### src/rtl/drc_frame_asm_if.sv
// drc_frame_asm_if -- pixel stream bundle for the DVP frame assembler.
//
// Handshake semantics (both directions): a beat transfers on a rising clock
// edge where vld and rdy are both high. A source that raises vld keeps its
// payload stable until that edge; rdy may depend combinationally on the
// opposite side's rdy but never on the same side's vld.
//
// bwd_*  : byte beats {vsync, hsync, byte} flowing into the assembler.
// fwd_*  : assembled pixels flowing out of the assembler.
interface drc_frame_asm_if #(
    parameter int DVP_DATA_W   = 8,
    parameter int PXL_BYTE_MAX = 3
);
    localparam int PXL_INFO_W = DVP_DATA_W + 2;
    localparam int OUT_PXL_W  = DVP_DATA_W * PXL_BYTE_MAX;

    logic [PXL_INFO_W-1:0] bwd_pxl_info_dat;
    logic                  bwd_pxl_info_vld;
    logic                  bwd_pxl_info_rdy;
    logic [OUT_PXL_W-1:0]  fwd_pxl_dat;
    logic                  fwd_pxl_last;
    logic                  fwd_pxl_vld;
    logic                  fwd_pxl_rdy;

    // Environment side: supplies byte beats, consumes pixels.
    modport master (
        output bwd_pxl_info_dat,
        output bwd_pxl_info_vld,
        input  bwd_pxl_info_rdy,
        input  fwd_pxl_dat,
        input  fwd_pxl_last,
        input  fwd_pxl_vld,
        output fwd_pxl_rdy
    );

    // Assembler side: consumes byte beats, produces pixels.
    modport slave (
        input  bwd_pxl_info_dat,
        input  bwd_pxl_info_vld,
        output bwd_pxl_info_rdy,
        output fwd_pxl_dat,
        output fwd_pxl_last,
        output fwd_pxl_vld,
        input  fwd_pxl_rdy
    );
endinterface

### src/rtl/drc_frame_asm.sv
// drc_frame_asm -- assembles DVP byte beats into pixels of 1..3 bytes and
// frames them by img_width x img_height, with sticky interrupt status and
// an error code for malformed frames.
//
// Optional feature: define DRC_FRM_TIMEOUT_EN to build a stall watchdog that
// raises error 100 after TIMEOUT_CYC consecutive CAPTURE cycles with no
// accepted beat. Without the macro no watchdog logic is built.
module drc_frame_asm #(
    parameter int DVP_DATA_W   = 8,
    parameter int PXL_BYTE_MAX = 3,
    parameter int IMG_DIM_MAX  = 640,
    parameter int IMG_DIM_W    = $clog2(IMG_DIM_MAX + 1),
    parameter int TIMEOUT_CYC  = 4096
) (
    input  logic                 clk,
    input  logic                 rst_n,
    drc_frame_asm_if.slave       pxl,
    input  logic                 cfg_en,
    input  logic [1:0]           cfg_mode,
    input  logic                 cfg_cont,
    input  logic                 cfg_start,
    input  logic [IMG_DIM_W-1:0] img_width,
    input  logic [IMG_DIM_W-1:0] img_height,
    input  logic [1:0]           irq_msk,
    input  logic [1:0]           irq_clr,
    output logic [1:0]           irq_sts,
    output logic [2:0]           sts_state,
    output logic [2:0]           sts_err,
    output logic                 irq
);
    localparam int PXL_INFO_W = DVP_DATA_W + 2;
    localparam int OUT_PXL_W  = DVP_DATA_W * PXL_BYTE_MAX;
    localparam int BC_W       = $clog2(PXL_BYTE_MAX + 1);

    localparam logic [IMG_DIM_W-1:0] DIM_ONE = IMG_DIM_W'(1);
    localparam logic [BC_W-1:0]      BC_ONE  = BC_W'(1);

    localparam logic [2:0] ERR_NONE  = 3'b000;
    localparam logic [2:0] ERR_ALIGN = 3'b001;
    localparam logic [2:0] ERR_LINE  = 3'b010;
    localparam logic [2:0] ERR_FRAME = 3'b011;

    typedef enum logic [2:0] {
        ST_IDLE     = 3'b000,
        ST_WAIT_SOF = 3'b001,
        ST_CAPTURE  = 3'b010,
        ST_ERROR    = 3'b011
    } state_e;

    state_e                 state_q, state_d;
    logic [BC_W-1:0]        nbytes_q, nbytes_d;
    logic [IMG_DIM_W-1:0]   width_q, width_d;
    logic [IMG_DIM_W-1:0]   height_q, height_d;
    logic [BC_W-1:0]        byte_cnt_q, byte_cnt_d;
    logic [IMG_DIM_W-1:0]   col_q, col_d;
    logic [IMG_DIM_W-1:0]   row_q, row_d;
    logic [OUT_PXL_W-1:0]   acc_q, acc_d;
    logic                   frame_done_q, frame_done_d;
    logic                   out_vld_q, out_vld_d;
    logic [OUT_PXL_W-1:0]   out_dat_q, out_dat_d;
    logic                   out_last_q, out_last_d;
    logic [2:0]             err_q, err_d;
    logic [1:0]             irq_sts_q, irq_sts_d;
    logic                   irq_q, irq_d;

`ifdef DRC_FRM_TIMEOUT_EN
    localparam int TMO_W = $clog2(TIMEOUT_CYC + 1);
    localparam logic [2:0] ERR_TMO = 3'b100;
    logic [TMO_W-1:0]       tmo_q, tmo_d;
`endif

    // Per-cycle working values.
    logic                   bwd_rdy;
    logic                   beat_acc;
    logic                   beat_vsync;
    logic                   beat_hsync;
    logic [DVP_DATA_W-1:0]  beat_byte;
    logic                   out_take;
    logic [1:0]             sts_set;
    logic                   err_hit;
    logic [2:0]             err_code;
    logic [IMG_DIM_W-1:0]   col_v;
    logic [IMG_DIM_W-1:0]   row_v;
    logic [OUT_PXL_W-1:0]   acc_v;
    logic                   last_v;

    // Input beats are always swallowed outside CAPTURE; in CAPTURE they are
    // taken only when the single-entry output register has room this cycle.
    assign bwd_rdy    = (state_q == ST_CAPTURE) ? !(out_vld_q && !pxl.fwd_pxl_rdy) : 1'b1;
    assign beat_acc   = pxl.bwd_pxl_info_vld && bwd_rdy;
    assign beat_vsync = pxl.bwd_pxl_info_dat[PXL_INFO_W-1];
    assign beat_hsync = pxl.bwd_pxl_info_dat[PXL_INFO_W-2];
    assign beat_byte  = pxl.bwd_pxl_info_dat[DVP_DATA_W-1:0];
    assign out_take   = out_vld_q && pxl.fwd_pxl_rdy;

    assign pxl.bwd_pxl_info_rdy = bwd_rdy;
    assign pxl.fwd_pxl_dat      = out_dat_q;
    assign pxl.fwd_pxl_last     = out_last_q;
    assign pxl.fwd_pxl_vld      = out_vld_q;
    assign irq_sts              = irq_sts_q;
    assign sts_state            = state_q;
    assign sts_err              = err_q;
    assign irq                  = irq_q;

    // Next-state, datapath and status logic for the frame FSM.
    always_comb begin
        state_d      = state_q;
        nbytes_d     = nbytes_q;
        width_d      = width_q;
        height_d     = height_q;
        byte_cnt_d   = byte_cnt_q;
        col_d        = col_q;
        row_d        = row_q;
        acc_d        = acc_q;
        frame_done_d = frame_done_q;
        out_vld_d    = out_vld_q;
        out_dat_d    = out_dat_q;
        out_last_d   = out_last_q;
        err_d        = err_q;
        sts_set      = 2'b00;
        err_hit      = 1'b0;
        err_code     = ERR_NONE;
        col_v        = col_q;
        row_v        = row_q;
        acc_v        = (acc_q << DVP_DATA_W) | OUT_PXL_W'(beat_byte);
        last_v       = 1'b0;
`ifdef DRC_FRM_TIMEOUT_EN
        tmo_d        = '0;
`endif

        // The output register drains on its own handshake in every state.
        if (out_take) begin
            out_vld_d = 1'b0;
        end
        // Frame completes when the downstream takes the last pixel.
        if (out_take && out_last_q) begin
            sts_set[0] = 1'b1;
        end

        if (!cfg_en && (state_q != ST_IDLE)) begin
            // Disable: leave as soon as no pixel is stuck in the output.
            if (!out_vld_q || pxl.fwd_pxl_rdy) begin
                state_d      = ST_IDLE;
                byte_cnt_d   = '0;
                col_d        = '0;
                row_d        = '0;
                acc_d        = '0;
                frame_done_d = 1'b0;
            end
        end else begin
            case (state_q)
                ST_IDLE: begin
                    if (cfg_start && cfg_en && (cfg_mode != 2'b11) &&
                        (img_width != '0) && (img_height != '0)) begin
                        state_d  = ST_WAIT_SOF;
                        width_d  = img_width;
                        height_d = img_height;
                        case (cfg_mode)
                            2'b00:   nbytes_d = BC_W'(1);
                            2'b01:   nbytes_d = BC_W'(2);
                            default: nbytes_d = BC_W'(3);
                        endcase
                    end
                end

                ST_WAIT_SOF: begin
                    if (beat_acc && beat_vsync) begin
                        state_d      = ST_CAPTURE;
                        byte_cnt_d   = '0;
                        col_d        = '0;
                        row_d        = '0;
                        acc_d        = '0;
                        frame_done_d = 1'b0;
                    end
                end

                ST_CAPTURE: begin
                    if (frame_done_q) begin
                        // Frame fully assembled; beats are dropped until the
                        // last pixel is handed over.
                        if (out_take && out_last_q) begin
                            state_d      = cfg_cont ? ST_WAIT_SOF : ST_IDLE;
                            byte_cnt_d   = '0;
                            col_d        = '0;
                            row_d        = '0;
                            acc_d        = '0;
                            frame_done_d = 1'b0;
                        end
                    end else if (beat_acc) begin
                        if (beat_vsync) begin
                            err_hit  = 1'b1;
                            err_code = ERR_FRAME;
                        end else if (beat_hsync && (byte_cnt_q != '0)) begin
                            err_hit  = 1'b1;
                            err_code = ERR_ALIGN;
                        end else if (beat_hsync && !((row_q == '0) && (col_q == '0)) &&
                                     (col_q != width_q)) begin
                            err_hit  = 1'b1;
                            err_code = ERR_LINE;
                        end else if (!beat_hsync && (col_q == width_q)) begin
                            // Line already full and no hsync to open the next.
                            err_hit  = 1'b1;
                            err_code = ERR_LINE;
                        end else begin
                            if (beat_hsync && (col_q == width_q)) begin
                                col_v = '0;
                                row_v = row_q + DIM_ONE;
                            end
                            if ((byte_cnt_q + BC_ONE) == nbytes_q) begin
                                last_v       = (col_v == width_q - DIM_ONE) &&
                                               (row_v == height_q - DIM_ONE);
                                out_vld_d    = 1'b1;
                                out_dat_d    = acc_v;
                                out_last_d   = last_v;
                                frame_done_d = last_v;
                                acc_d        = '0;
                                byte_cnt_d   = '0;
                                col_d        = col_v + DIM_ONE;
                                row_d        = row_v;
                            end else begin
                                acc_d        = acc_v;
                                byte_cnt_d   = byte_cnt_q + BC_ONE;
                                col_d        = col_v;
                                row_d        = row_v;
                            end
                        end
                    end else begin
`ifdef DRC_FRM_TIMEOUT_EN
                        if (tmo_q == TMO_W'(TIMEOUT_CYC - 1)) begin
                            err_hit  = 1'b1;
                            err_code = ERR_TMO;
                        end else begin
                            tmo_d = tmo_q + TMO_W'(1);
                        end
`endif
                    end
                end

                ST_ERROR: begin
                    state_d = cfg_cont ? ST_WAIT_SOF : ST_IDLE;
                end

                default: begin
                    state_d = ST_IDLE;
                end
            endcase
        end

        // Any frame error drops the partial pixel and parks in ERROR.
        if (err_hit) begin
            state_d      = ST_ERROR;
            err_d        = err_code;
            sts_set[1]   = 1'b1;
            acc_d        = '0;
            byte_cnt_d   = '0;
            frame_done_d = 1'b0;
        end

        // Sticky status: a set in the same cycle as a clear wins.
        irq_sts_d = (irq_sts_q & ~irq_clr) | sts_set;
        irq_d     = |(irq_sts_d & irq_msk);
    end

    // State, counters, output register and status registers.
    always_ff @(posedge clk or negedge rst_n) begin
        if (!rst_n) begin
            state_q      <= ST_IDLE;
            nbytes_q     <= '0;
            width_q      <= '0;
            height_q     <= '0;
            byte_cnt_q   <= '0;
            col_q        <= '0;
            row_q        <= '0;
            acc_q        <= '0;
            frame_done_q <= 1'b0;
            out_vld_q    <= 1'b0;
            out_dat_q    <= '0;
            out_last_q   <= 1'b0;
            err_q        <= ERR_NONE;
            irq_sts_q    <= 2'b00;
            irq_q        <= 1'b0;
        end else begin
            state_q      <= state_d;
            nbytes_q     <= nbytes_d;
            width_q      <= width_d;
            height_q     <= height_d;
            byte_cnt_q   <= byte_cnt_d;
            col_q        <= col_d;
            row_q        <= row_d;
            acc_q        <= acc_d;
            frame_done_q <= frame_done_d;
            out_vld_q    <= out_vld_d;
            out_dat_q    <= out_dat_d;
            out_last_q   <= out_last_d;
            err_q        <= err_d;
            irq_sts_q    <= irq_sts_d;
            irq_q        <= irq_d;
        end
    end

`ifdef DRC_FRM_TIMEOUT_EN
    // Stall watchdog counter: consecutive CAPTURE cycles without a beat.
    always_ff @(posedge clk or negedge rst_n) begin
        if (!rst_n) begin
            tmo_q <= '0;
        end else begin
            tmo_q <= tmo_d;
        end
    end
`endif
endmodule

### src/flat_wrapper.sv
// flat-port wrapper written by rule: the top's interface ports become plain ports
module drc_frame_asm_flat 
#(
    parameter int DVP_DATA_W   = 8,
    parameter int PXL_BYTE_MAX = 3,
    parameter int IMG_DIM_MAX  = 640,
    parameter int IMG_DIM_W    = $clog2(IMG_DIM_MAX + 1),
    parameter int TIMEOUT_CYC  = 4096
)
  (clk, rst_n, cfg_en, cfg_mode, cfg_cont, cfg_start, img_width, img_height, irq_msk, irq_clr, irq_sts, sts_state, sts_err, irq, pxl_bwd_pxl_info_dat, pxl_bwd_pxl_info_vld, pxl_bwd_pxl_info_rdy, pxl_fwd_pxl_dat, pxl_fwd_pxl_last, pxl_fwd_pxl_vld, pxl_fwd_pxl_rdy);
  drc_frame_asm_if #(.DVP_DATA_W(DVP_DATA_W), .PXL_BYTE_MAX(PXL_BYTE_MAX)) pxl_i ();
  input  logic clk;
  input  logic rst_n;
  input  logic cfg_en;
  input  logic [1:0] cfg_mode;
  input  logic cfg_cont;
  input  logic cfg_start;
  input  logic [IMG_DIM_W-1:0] img_width;
  input  logic [IMG_DIM_W-1:0] img_height;
  input  logic [1:0] irq_msk;
  input  logic [1:0] irq_clr;
  output logic [1:0] irq_sts;
  output logic [2:0] sts_state;
  output logic [2:0] sts_err;
  output logic irq;
  input wire logic [$bits(pxl_i.bwd_pxl_info_dat)-1:0] pxl_bwd_pxl_info_dat;
  input wire logic [$bits(pxl_i.bwd_pxl_info_vld)-1:0] pxl_bwd_pxl_info_vld;
  output wire logic [$bits(pxl_i.bwd_pxl_info_rdy)-1:0] pxl_bwd_pxl_info_rdy;
  output wire logic [$bits(pxl_i.fwd_pxl_dat)-1:0] pxl_fwd_pxl_dat;
  output wire logic [$bits(pxl_i.fwd_pxl_last)-1:0] pxl_fwd_pxl_last;
  output wire logic [$bits(pxl_i.fwd_pxl_vld)-1:0] pxl_fwd_pxl_vld;
  input wire logic [$bits(pxl_i.fwd_pxl_rdy)-1:0] pxl_fwd_pxl_rdy;
  assign pxl_i.bwd_pxl_info_dat = pxl_bwd_pxl_info_dat;
  assign pxl_i.bwd_pxl_info_vld = pxl_bwd_pxl_info_vld;
  assign pxl_bwd_pxl_info_rdy = pxl_i.bwd_pxl_info_rdy;
  assign pxl_fwd_pxl_dat = pxl_i.fwd_pxl_dat;
  assign pxl_fwd_pxl_last = pxl_i.fwd_pxl_last;
  assign pxl_fwd_pxl_vld = pxl_i.fwd_pxl_vld;
  assign pxl_i.fwd_pxl_rdy = pxl_fwd_pxl_rdy;
  drc_frame_asm #(.DVP_DATA_W(DVP_DATA_W), .PXL_BYTE_MAX(PXL_BYTE_MAX), .IMG_DIM_MAX(IMG_DIM_MAX), .IMG_DIM_W(IMG_DIM_W), .TIMEOUT_CYC(TIMEOUT_CYC)) u_core (.clk(clk), .rst_n(rst_n), .pxl(pxl_i), .cfg_en(cfg_en), .cfg_mode(cfg_mode), .cfg_cont(cfg_cont), .cfg_start(cfg_start), .img_width(img_width), .img_height(img_height), .irq_msk(irq_msk), .irq_clr(irq_clr), .irq_sts(irq_sts), .sts_state(sts_state), .sts_err(sts_err), .irq(irq));
endmodule
### config.mk
export PLATFORM = sky130hd
export DESIGN_NAME = drc_frame_asm_flat
export DESIGN_NICKNAME = d
export VERILOG_FILES = /design/src/rtl/drc_frame_asm_if.sv /design/src/rtl/drc_frame_asm.sv /design/src/flat_wrapper.sv
export SDC_FILE = /design/constraint.sdc
export NUM_CORES = 1
export LEC_CHECK = 0
export BUFFER_PORTS_ARGS = -buffer_cell sky130_fd_sc_hd__clkbuf_2
export CAP_MARGIN = 20
export CORE_ASPECT_RATIO = 1.4
export CORE_UTILIZATION = 58
export DETAILED_ROUTE_END_ITERATION = 16
export GPL_TIMING_DRIVEN = 0
export HOLD_SLACK_MARGIN = 0.06
export PLACE_DENSITY_LB_ADDON = 0.12
export SLEW_MARGIN = 20
export SYNTH_ARGS = -nofsm -noshare
export SYNTH_HDL_FRONTEND = slang
export SYNTH_SLANG_ARGS = --single-unit
### constraint.sdc
create_clock -name clk -period 3.3 [get_ports clk]
set_input_delay 0.165 -clock clk [delete_from_list [all_inputs] [get_ports clk]]
set_output_delay 0.165 -clock clk [all_outputs]
set_load 0.1 [all_outputs]
==> results.cfg <==
[outcome]
status = complete, no violations

[yosys]
async_flop_share = 1.00
ys_warn_count = 0
yosysTopAreaCellShare = 0.442
synthXorXnorAreaFrac = 0.0800
synth-seq-area-share = 0.442
synth_top_family_by_area = simple AND/OR/NAND/NOR gates
synth_simple_gate_area_frac = 0.184
synth_edf_count = 0
synth.distinct_cells = 65
synth_compound_area_frac = 0.133
syn-cell-area_mm2 = 0.00532
synthMuxAreaShare = 0.105
syn_area_per_cell_um2 = 10.2
yosys.area.top_type = dfrtp_1
synthAdderAreaFrac = 0.0141
ys_top_cells_by_area = dfrtp_1 44%, xnor2_1 5.1%, mux2_1 5.1%
ys.flop_type = dfrtp_1
synth_cells = 520
ys_seq_elements = 94

[timing]
fin_crit_ns = 3.21
hold_viol = 0
finalSetupTns_ns = 0
setup_viol = 0
worstMarginPinSlew_ns = 0.851
finClkSkew_ns = 0.0114
fmax_mhz = 311
slew_headroom = 0.427
slew_viol_final = 0
fin_crit_sh = 0.973

[drt]
first_iter_violations = 254
drc = 0
wl_per_cell_um = 18.9
vias = 4516
via_per_inst = 6.18
drtPass1Iterations = 5
routed_wl_um = 13800
ant_nets = 0

[floorplanning]
start_util = 0.593
die_area_mm2 = 0.00957
die_y_um = 115
core_mm2 = 0.00898
dieWidth_um = 82.9
row_count = 41
io_pins = 79

[global_route]
grt_pass1_vias = 4430
antenna_found_initial = 0
grt_pass1_wl_um = 21900
grtUsageTotal = 0.296
grt_max_degree = 95
grt_overflow = 0

[worst_setup_path]
worstSetupPathType = reg -> reg
crit_fanout = 8
end_kind = flop
cp_data_required_time_ns = 3.53
arrival_ns = 3.44
crit_path_start_kind = flop

[clock_tree]
htree_levels = 3
cts_tree = done
cts_root_buf = clkbuf_16
numCtsBuffers = 9
cts_sinks = 94
clkSlewWorstSetupHoldPaths_ns = 0.07
cts_buffer_depth = 2
clk_latency_ns = 0.35

[layout]
fin_nets = 669
stdcell_count = 731
drive_above_1_share = 0.220
fillCellCount = 675
area_delta_synth_final_pct = 18.3
num_antenna_cells = 0

[job]
drv_cap = 0

[placed_design]
place_congestion = 0.962
dp_hpwl_um = 10000
numPortBuffers = 75
placedCellCount = 703

[min_path]
hp-class = in -> reg

[power]
power_mw = 4.80
p_per_area_mw_per_mm2 = 764
p_leak_nw = 2.88
max-vdd-ir-drop_v = 0.000758
## worst paths after layout
kind	from	endpoint	slack [ns]	cells past startpoint
setup / recovery	u_core.col_q[7]	u_core.irq	0.09	9
hold / removal	img_height[7]	u_core.height_q[7]	0.06	2
setup reg to reg	u_core.col_q[7]	u_core.irq	0.09	9
hold reg to reg	u_core.pxl.fwd_pxl_dat[21]	u_core.pxl.fwd_pxl_dat[21]	0.49	1
max in group asynchronous	rst_n	u_core.pxl.fwd_pxl_dat[21]	2.32	2
min in group asynchronous	rst_n	u_core.col_q[4]	0.42	2
## what timing repair did
action / in CTS / in global routing
setup buffers: 0 / 2
hold endpoints to repair: 106 / 0
pin swaps: 0 / 1
endpoints found under the setup margin: 10 / 12
hold buffers: 11 / 0
gates resized for setup: 1 / 2
## power breakdown
| group | total (mW) | switching [mW] | internal (mW) |
|---|---|---|---|
| logic | 2.10 | 1.38 | 0.720 |
| clock network | 1.13 | 0.466 | 0.667 |
| registers | 1.57 | 0.218 | 1.36 |
| total | 4.80 | 2.06 | 2.74 |
## synthesized netlist by cell type, types with 9 or more instances
master,n
inv_1,14
nand2_1,25
clkbuf_1,26
dfrtp_1,94
nor4_1,18
mux2_1,24
o21ai_1,15
or3_1,9
nand3_1,15
o21ai_0,25
a22o_1,19
nor3_1,10
xnor2_1,31
nor2_1,29
xor2_1,13
mux2_2,23
## routing by layer
layer | track usage | share of wire | up-vias
li1 | - | - | 2115
met1 | 0.335 | 0.39 | 2196
met2 | 0.543 | 0.52 | 173
met3 | 0.0416 | 0.045 | 32
met4 | 0.161 | 0.041 | 0
met5 | 0 | 0 | -
## logic make-up (layout without fill, tap and decap cells)
family / Yosys count / count (layout)
and+or+nand+nor: 169 / 169
xor gates and xnor gates: 46 / 46
buffers and inverters: 50 / 153
muxes: 50 / 50
adders and majority gates: 6 / 6
DFF: 94 / 94
other: 1 / 2
AOI/OAI and AO/OA: 104 / 104
## cell usage in the layout, fill, tap and decap left out, types with 6 or more instances in the layout
cell	n
dfrtp_1	94
nand2b_1	6
mux2_2	23
ha_1	6
o31ai_1	8
o21ai_1	14
clkbuf_16	9
nor3_1	10
mux2_1	24
dlygate4sd3_1	11
xor2_1	13
xnor2_1	31
clkbuf_1	25
nand2_1	25
buf_2	6
nor4_1	18
a31oi_1	7
nor2_1	29
o21ai_0	25
clkbuf_2	75
or3_1	9
nand3_1	15
nand4_1	8
inv_1	14
a22o_1	19
or4_1	7
and4_1	7
## state kept, by name, summed over array words and instances, names as in the netlist, 2 cells and up
| signal | count |
|---|---|
| u_core.sts_state | 2 |
| u_core.nbytes_q | 2 |
| u_core.width_q | 10 |
| u_core.byte_cnt_q | 2 |
| u_core.acc_q | 16 |
| u_core.row_q | 10 |
| u_core.col_q | 10 |
| u_core.pxl.fwd_pxl_dat | 24 |
| u_core.irq_sts | 2 |
| u_core.height_q | 10 |
| u_core.sts_err | 2 |
## layout make-up
type,instances,area (um^2),share of cell area
multi-input combinational,377,2760,0.439
sequential,94,2350,0.374
timing repair buffer,88,509,0.0809
clock buffer,9,225,0.0358
buffer,36,163,0.0259
tap,107,134,0.0213
clock inverter,6,93.8,0.0149
inverter,14,52.6,0.00835
## critical path: stages, from the launching register on
cell and delay, ns:
dfrtp_1 0.36, clkbuf_1 0.21, xnor2_2 0.33, nand4_1 0.36, nor3_1 0.38, o21ai_1 0.21, o21a_1 0.30, a21o_1 0.19
a22o_1 0.21, dlygate4sd3_1 0.55
## stage by stage
stage               setup WS, ns  cell area, um^2  hold WS, ns  utilization
floorplan                 0.0997             5320       -0.131            -
global placement          0.0159             5830        0.386        0.650
detailed placement       -0.0234             5840        0.286        0.651
CTS                       0.0224             6270       0.0613        0.699
global route            -0.00150             6290       0.0721        0.701
finish                    0.0888             6290       0.0637        0.701
(Power assumes the default switching activity.)
